### src/rtl/gc_unit.sv
// rtl/gc_unit.sv - shared global counter with round-robin per-core grant and host reload
module gc_unit #(
    parameter int N_CORE   = 4,
    parameter int GC_WIDTH = 16,
    parameter int PW       = (N_CORE > 1) ? $clog2(N_CORE) : 1
) (
    input  logic                clk,
    input  logic                rst_n,
    input  logic [N_CORE-1:0]   req_valid,
    output logic [N_CORE-1:0]   req_ready,
    output logic [GC_WIDTH-1:0] gc,
    input  logic                set_valid,
    input  logic [GC_WIDTH-1:0] set_value,
    output logic [PW-1:0]       grant_id,
    output logic                grant,
    output logic                wrapped
);

    logic [GC_WIDTH-1:0] r_cnt;
    logic [PW-1:0]       r_ptr;
    logic                r_wrapped;

    logic [N_CORE-1:0]   w_req_ready;
    logic [PW-1:0]       w_grant_id;
    logic                w_grant;
    logic [PW-1:0]       w_ptr_next;

    // Round-robin scan starting at the pointer; a reload or reset blocks every grant.
    always_comb begin
        int idx;
        w_req_ready = '0;
        w_grant_id  = '0;
        w_grant     = 1'b0;
        idx         = 0;
        if (rst_n && !set_valid) begin
            for (int k = 0; k < N_CORE; k++) begin
                idx = (int'(r_ptr) + k) % N_CORE;
                if (!w_grant && req_valid[idx]) begin
                    w_grant          = 1'b1;
                    w_req_ready[idx] = 1'b1;
                    w_grant_id       = PW'(idx);
                end
            end
        end
    end

    // Pointer moves to the core just after the one granted.
    always_comb begin
        w_ptr_next = PW'((int'(w_grant_id) + 1) % N_CORE);
    end

    // Counter, pointer and wrap flag; reload has priority over grants.
    always_ff @(posedge clk) begin
        if (!rst_n) begin
            r_cnt     <= '0;
            r_ptr     <= '0;
            r_wrapped <= 1'b0;
        end else if (set_valid) begin
            r_cnt     <= set_value;
            r_wrapped <= 1'b0;
        end else if (w_grant) begin
            r_cnt <= r_cnt + 1'b1;
            r_ptr <= w_ptr_next;
            if (&r_cnt) begin
                r_wrapped <= 1'b1;
            end
        end
    end

    assign req_ready = w_req_ready;
    assign grant_id  = w_grant_id;
    assign grant     = w_grant;
    assign gc        = r_cnt;
    assign wrapped   = r_wrapped;

endmodule

### config.mk
export PLATFORM = sky130hd
export DESIGN_NAME = gc_unit
export DESIGN_NICKNAME = d
export VERILOG_FILES = /design/src/rtl/gc_unit.sv
export SDC_FILE = /design/constraint.sdc
export NUM_CORES = 1
export LEC_CHECK = 0
export ABC_AREA = 1
export CAP_MARGIN = 25
export CORE_MARGIN = 2
export CORE_UTILIZATION = 40
export CTS_CLUSTER_DIAMETER = 150
export DETAILED_ROUTE_END_ITERATION = 16
export PLACE_DENSITY = 0.73
export SLEW_MARGIN = 20
export SYNTH_ARGS = -nofsm -noshare
export SYNTH_HDL_FRONTEND = slang
export SYNTH_SLANG_ARGS = --single-unit
### constraint.sdc
create_clock -name clk -period 2.69 [get_ports clk]
set_input_delay 0.807 -clock clk [delete_from_list [all_inputs] [get_ports clk]]
set_output_delay 0.807 -clock clk [all_outputs]
set_load 0.01 [all_outputs]
Word-level counts from Yosys, hierarchy flattened. Cells that the tools add are included.

Add/sub/neg operators: 5. $lt $le $gt $ge: 8. Multiplexer cells: 42. Bitwise gates (word level): 8. Reduce and logical (&&, ||, !) cells: 19.

Operators by type and width (number): $mux 16 (2); $mux 4 (8); $mux 1 (19); $reduce_and 17->1 (1); $add 16x1->16 const B (1); $lt 3x4->1 const B (3); $or 4x4->4 (3); $mux 2 (5); $ge 3x1->1 const B (3); $bmux 1 s2 (4); $demux 1 s2 (4); $logic_and 1x1->1 (8); $reduce_or 2->1 (4); $add 2x1->2 const B (2); $add 2x2->2 const B (2); $logic_not 1->1 (4); $and 1x1->1 const A (3); $lt 2x3->1 const B (1); $ge 2x1->1 const B (1); $not 1->1 (2); $reduce_and 2->1 (1); $reduce_bool 2->1 (1).

Register bits: 19. Input port bits: 23. Logic and storage cells: 85.

Logic depth before layout (Yosys ltp).
Depth in word-level cells: 19. Gate-level depth with buffers: 14. Depth with buffers taken out: 14.

Least setup slack after synthesis. OpenSTA, ideal clock, no wires.

Kind: register -> output. Start point: register r_ptr[1]. End point: output req_ready[0]. Arrival: 1.771 ns. Required time: 1.883 ns. Slack: 0.112 ns. Stages on the path, launching flop included: 13. Path buffers: 0. Path through: dfxtp_1 inv_1 ha_1 inv_1 nand3_1 nand2_2 nor2_8 nand2_1 o21ai_0 a21oi_1 o21ai_0 nand2_1 inv_1.

Cells in the longest elaborated chain, start to end: 16.

Ends and longest elaborated chain: from (decl) (RTL line 20) `logic [PW-1:0] r_ptr;`; from (signal assigned) (RTL line 63) `r_ptr <= w_ptr_next;`; $add 2x1->2 / $bmux 1 s2 (equally long branches) (RTL line 37, 38); $reduce_or 2->1 (no line) / $mux 1 (equally long branches); $and 1x1->1 (no line) / $mux 1 (equally long branches); $lt 3x4->1 (implied by the code), or another cell as far along (RTL line 40) `w_req_ready[idx] = 1'b1;`; $logic_and 1x1->1 (implied by the code) / $logic_not 1->1 (equally long branches) (RTL line 40, 38); $mux 1 (implied by the code) / $logic_and 1x1->1 (equally long branches) (RTL line 40, 38); $demux 1 s2 / $mux 1 (equally long branches) (RTL line 40, 38); $or 4x4->4 (no line) / $mux 1 (equally long branches); $mux 4 / $logic_not 1->1 (equally long branches) (RTL line 38) `if (!w_grant && req_valid[idx]) begin`; $mux 4 / $logic_and 1x1->1 (equally long branches) (RTL line 35, 38); $or 4x4->4 (no line) / $mux 1 (equally long branches); $mux 4 / $mux 1 (equally long branches) (RTL line 38, 35); $mux 4 / $logic_not 1->1 (equally long branches) (RTL line 35, 38); $or 4x4->4 (no line) / $logic_and 1x1->1 (equally long branches); $mux 4 (*) (RTL line 38); $mux 4 (*) (RTL line 35) `if (rst_n && !set_valid) begin`; to (decl) (RTL line 10) `output logic [N_CORE-1:0] req_ready,`.

Every way passes the cells marked *; elsewhere a longest branch is shown, timed or not. The select of a mux whose other input is x is not followed.

Worst setup path after layout.
Start point: input req_valid[3]. End point: output req_ready[2].

Cells in the longest elaborated chain, start to end: 16.

Ends and longest elaborated chain: from (decl) (RTL line 9) `input logic [N_CORE-1:0] req_valid,`; $bmux 1 s2 (RTL line 38); $mux 1 (implied by the code) (RTL line 38); $mux 1 (RTL line 38); $mux 1 (RTL line 35); $logic_not 1->1 (RTL line 38); $logic_and 1x1->1 (RTL line 38); $mux 1 (RTL line 38); $mux 1 (RTL line 35); $logic_not 1->1 (RTL line 38); $logic_and 1x1->1 (RTL line 38); $mux 1 (RTL line 38); $mux 1 (RTL line 35); $logic_not 1->1 (RTL line 38); $logic_and 1x1->1 (RTL line 38); $mux 4 (*) (RTL line 38); $mux 4 (*) (RTL line 35).

Marked as above.

==> results.yml <==
run_status:
  outcome: "finished, violations left"
  violations: "negative setup slack"
synthesis:
  ys_top_cells_by_count: "nand2_1 (59), inv_1 (33), nand3_1 (22)"
  synthAdderAreaFrac_pct: 6.41
  synth-edff-count: 0
  yosys.area_share.simple_pct: 38.5
  yosysMostFrequentCell: "nand2_1"
  ys_warn_count: 0
  synthCells: 260
  synth_xor_area_share_pct: 2.49
  synth_area_sq_um: 1760
  synth_top_family_by_area: "simple AND/OR/NAND/NOR gates"
  ys_seq_area_share_pct: 21.7
  yosysTopAreaCell: "dfxtp_1"
  yosys-top-cells-area: "dfxtp_1 (22%), nand2_1 (13%), inv_1 (7.1%), ha_1 (6.4%), nand3_1 (6.3%)"
  synth-seq-cells: 19
  muxShareOfSynthArea_pct: 1.14
  synth-main-ff-cell: "dfxtp_1"
  synthArstFlopShare_pct: 0
  synth_compound_area_share_pct: 18.1
  synth_nets: 292
  synth_top_cell_area_share_pct: 21.7
  ys_types: 39
  synth.avg_cell_area_sq_um: 6.75
place:
  place_hpwl_um: 3460
  port_buffers: 46
  place_ws_ns: -0.895
  placed_cell_area_sq_um: 2370
  gp_congestion: 0.899
  dp_cells: 371
global_routing:
  grt_use_total_pct: 19.5
  grt_pass1_wl_um: 8060
  grt_max_degree: 20
  overflow: 0
  grt_pass1_vias: 1870
  antenna_found_initial: 0
cts:
  cts_made_buffers: 3
  insertion_delay_ns: 0.26
  ctsHoldBuffers: 0
  clockBufferDepth: 2
  clk_pin_slew_ns: 0.08
  cts_sinks: 19
  cts_tree: "built"
  h-tree-depth: 1
  cts-root-buf: "clkbuf_8"
cells_and_area:
  multi_input_comb_area_sq_um: 1310
  fill_cells: 364
  layout.nets: 368
  design_area_sq_um: 2670
  seq_area_sq_um: 383
  drive_gt1_share_pct: 31.9
  n_antenna_cell: 0
  post-route-util_pct: 62.2
  syn_to_final_growth_pct: 52.1
  fin_cells: 387
route:
  met3_length_um: 255
  vias_per_cell: 5.12
  wirelength_um: 5130
  wire_per_inst_um: 13.3
  wl_met1_um: 2180
  drt_iter0_drc: 94
  highest_layer: "met4"
  wl_met2_um: 2540
  drcViolationCount: 0
  vias: 1982
  final_antenna_net_count: 0
  drt-pass1-iter-count: 4
critical_path:
  r2r_setup_slack_ns: 0.66
  arrival_ns: 1.98
  cp-end-kind: "output pin"
  startpoint_type: "input port"
  required_ns: 1.88
  path_class: "in -> out"
  worstPathMaxFanout: 5
floorplanning:
  dieHeight_um: 70.2
  row_count: 24
  die_width_um: 70.2
  num_io_pins: 47
  initial_core_util_pct: 40.9
  fp.coreArea_sq_um: 4290
  die-area_sq_um: 4930
timing:
  post-route-min-period_ns: 2.79
  worst_pin_slew_ns: 0.525
  fmax_ghz: 0.358
  finalSetupViolCount: 4
  rsz0062_at_grt: "true"
  hold_violations: 0
  relSlewSlack_pct: 65.0
  setup_ws_ns: -0.101
  finalCritPeriodShare_pct: 104
  finClkSkew_ns: 0.00595
  hold_ws_ns: 0.471
  drv_slew: 0
run:
  cap_violations: 0
power_and_ir_drop:
  p_leak_nw: 1.23
  ir_worst_vdd_v: 0.000287
  powerDensity_nw_per_um2: 622
worst_hold_path:
  hp-class: "reg -> reg"
-- report_power, final --
part | internal (mW) | total (mW) | switching (mW)
Clock | 0.105 | 0.204 | 0.0990
Sequential | 0.315 | 0.354 | 0.0396
Combinational | 0.506 | 1.10 | 0.595
Total | 0.926 | 1.66 | 0.733
-- metal layers --
layer | GRT usage [%] | vias up
li1 | - | 1003
met1 | 25.2 | 894
met2 | 34.8 | 69
met3 | 2.16 | 16
met4 | 4.06 | 0
met5 | 0 | -
-- cell type report --
class,instances,share of cell area (%)
multi-input combinational,199,49.0
clock buffer,4,1.69
inverter,36,6.09
timing repair buffer,77,26.5
sequential,19,14.3
tap,52,2.44
-- flip-flops by register name, indices dropped and copies added (netlist names) --
signal / flops
r_ptr: 2
gc: 16
wrapped: 1
-- placed cells by master (no fill, tap or decap), types with 7 or more instances in the layout --
cell and n:
clkdlybuf4s50_1 33, inv_1 25, o21ai_0 12, ha_1 8, a21oi_1 9, nand2_1 51
nand2_2 8, nor2_1 19, nand3_1 18, dfxtp_1 17, o21ai_1 8, buf_4 26
nand3_2 7
-- timing repair --
item                                    CTS  global route
pin swaps                                13            13
gates resized for setup                  85            32
endpoints found under the setup margin    7             7
buffers inserted                          8             5
-- stage by stage --
| step | setup TNS, ns | total power [mW] |
|---|---|---|
| floorplan | 0 | 0.862 |
| global placement | -5.60 | 1.15 |
| detailed placement | -5.91 | 1.16 |
| CTS | -0.129 | 1.49 |
| global route | -0.724 | 1.76 |
| finish | -0.309 | 1.66 |
-- logic make-up (layout without fill, tap and decap cells) --
family,Yosys count,count (layout)
simple gates,132,132
flops,19,19
buf+inv,42,117
xor+xnor,5,5
mux,2,2
compound gates,51,51
fa+ha+maj,9,9
-- critical path, cell delays in order --
cell and delay, ns:
buf_8 0.11, inv_6 0.06, nand2_4 0.05, nand3_4 0.10
nand2_8 0.09, buf_6 0.13, nor2_4 0.13, nand2_1 0.08
o21ai_1 0.09, a31oi_1 0.06, o21ai_1 0.07, nand2_1 0.06
inv_1 0.04, buf_2 0.11
-- final timing paths --
| kind | from | end | cells past startpoint |
|---|---|---|---|
| setup reg to reg | r_ptr[0]$_SDFFE_PN0P_ | gc[15]$_SDFFE_PN0P_ | 14 |
| setup / recovery | req_valid[3] | req_ready[2] | 14 |
| hold reg to reg | wrapped$_SDFFE_PN0P_ | wrapped$_SDFFE_PN0P_ | 1 |
| hold / removal | wrapped$_SDFFE_PN0P_ | wrapped$_SDFFE_PN0P_ | 1 |
Note: power is estimated with default switching activity, not from simulation.
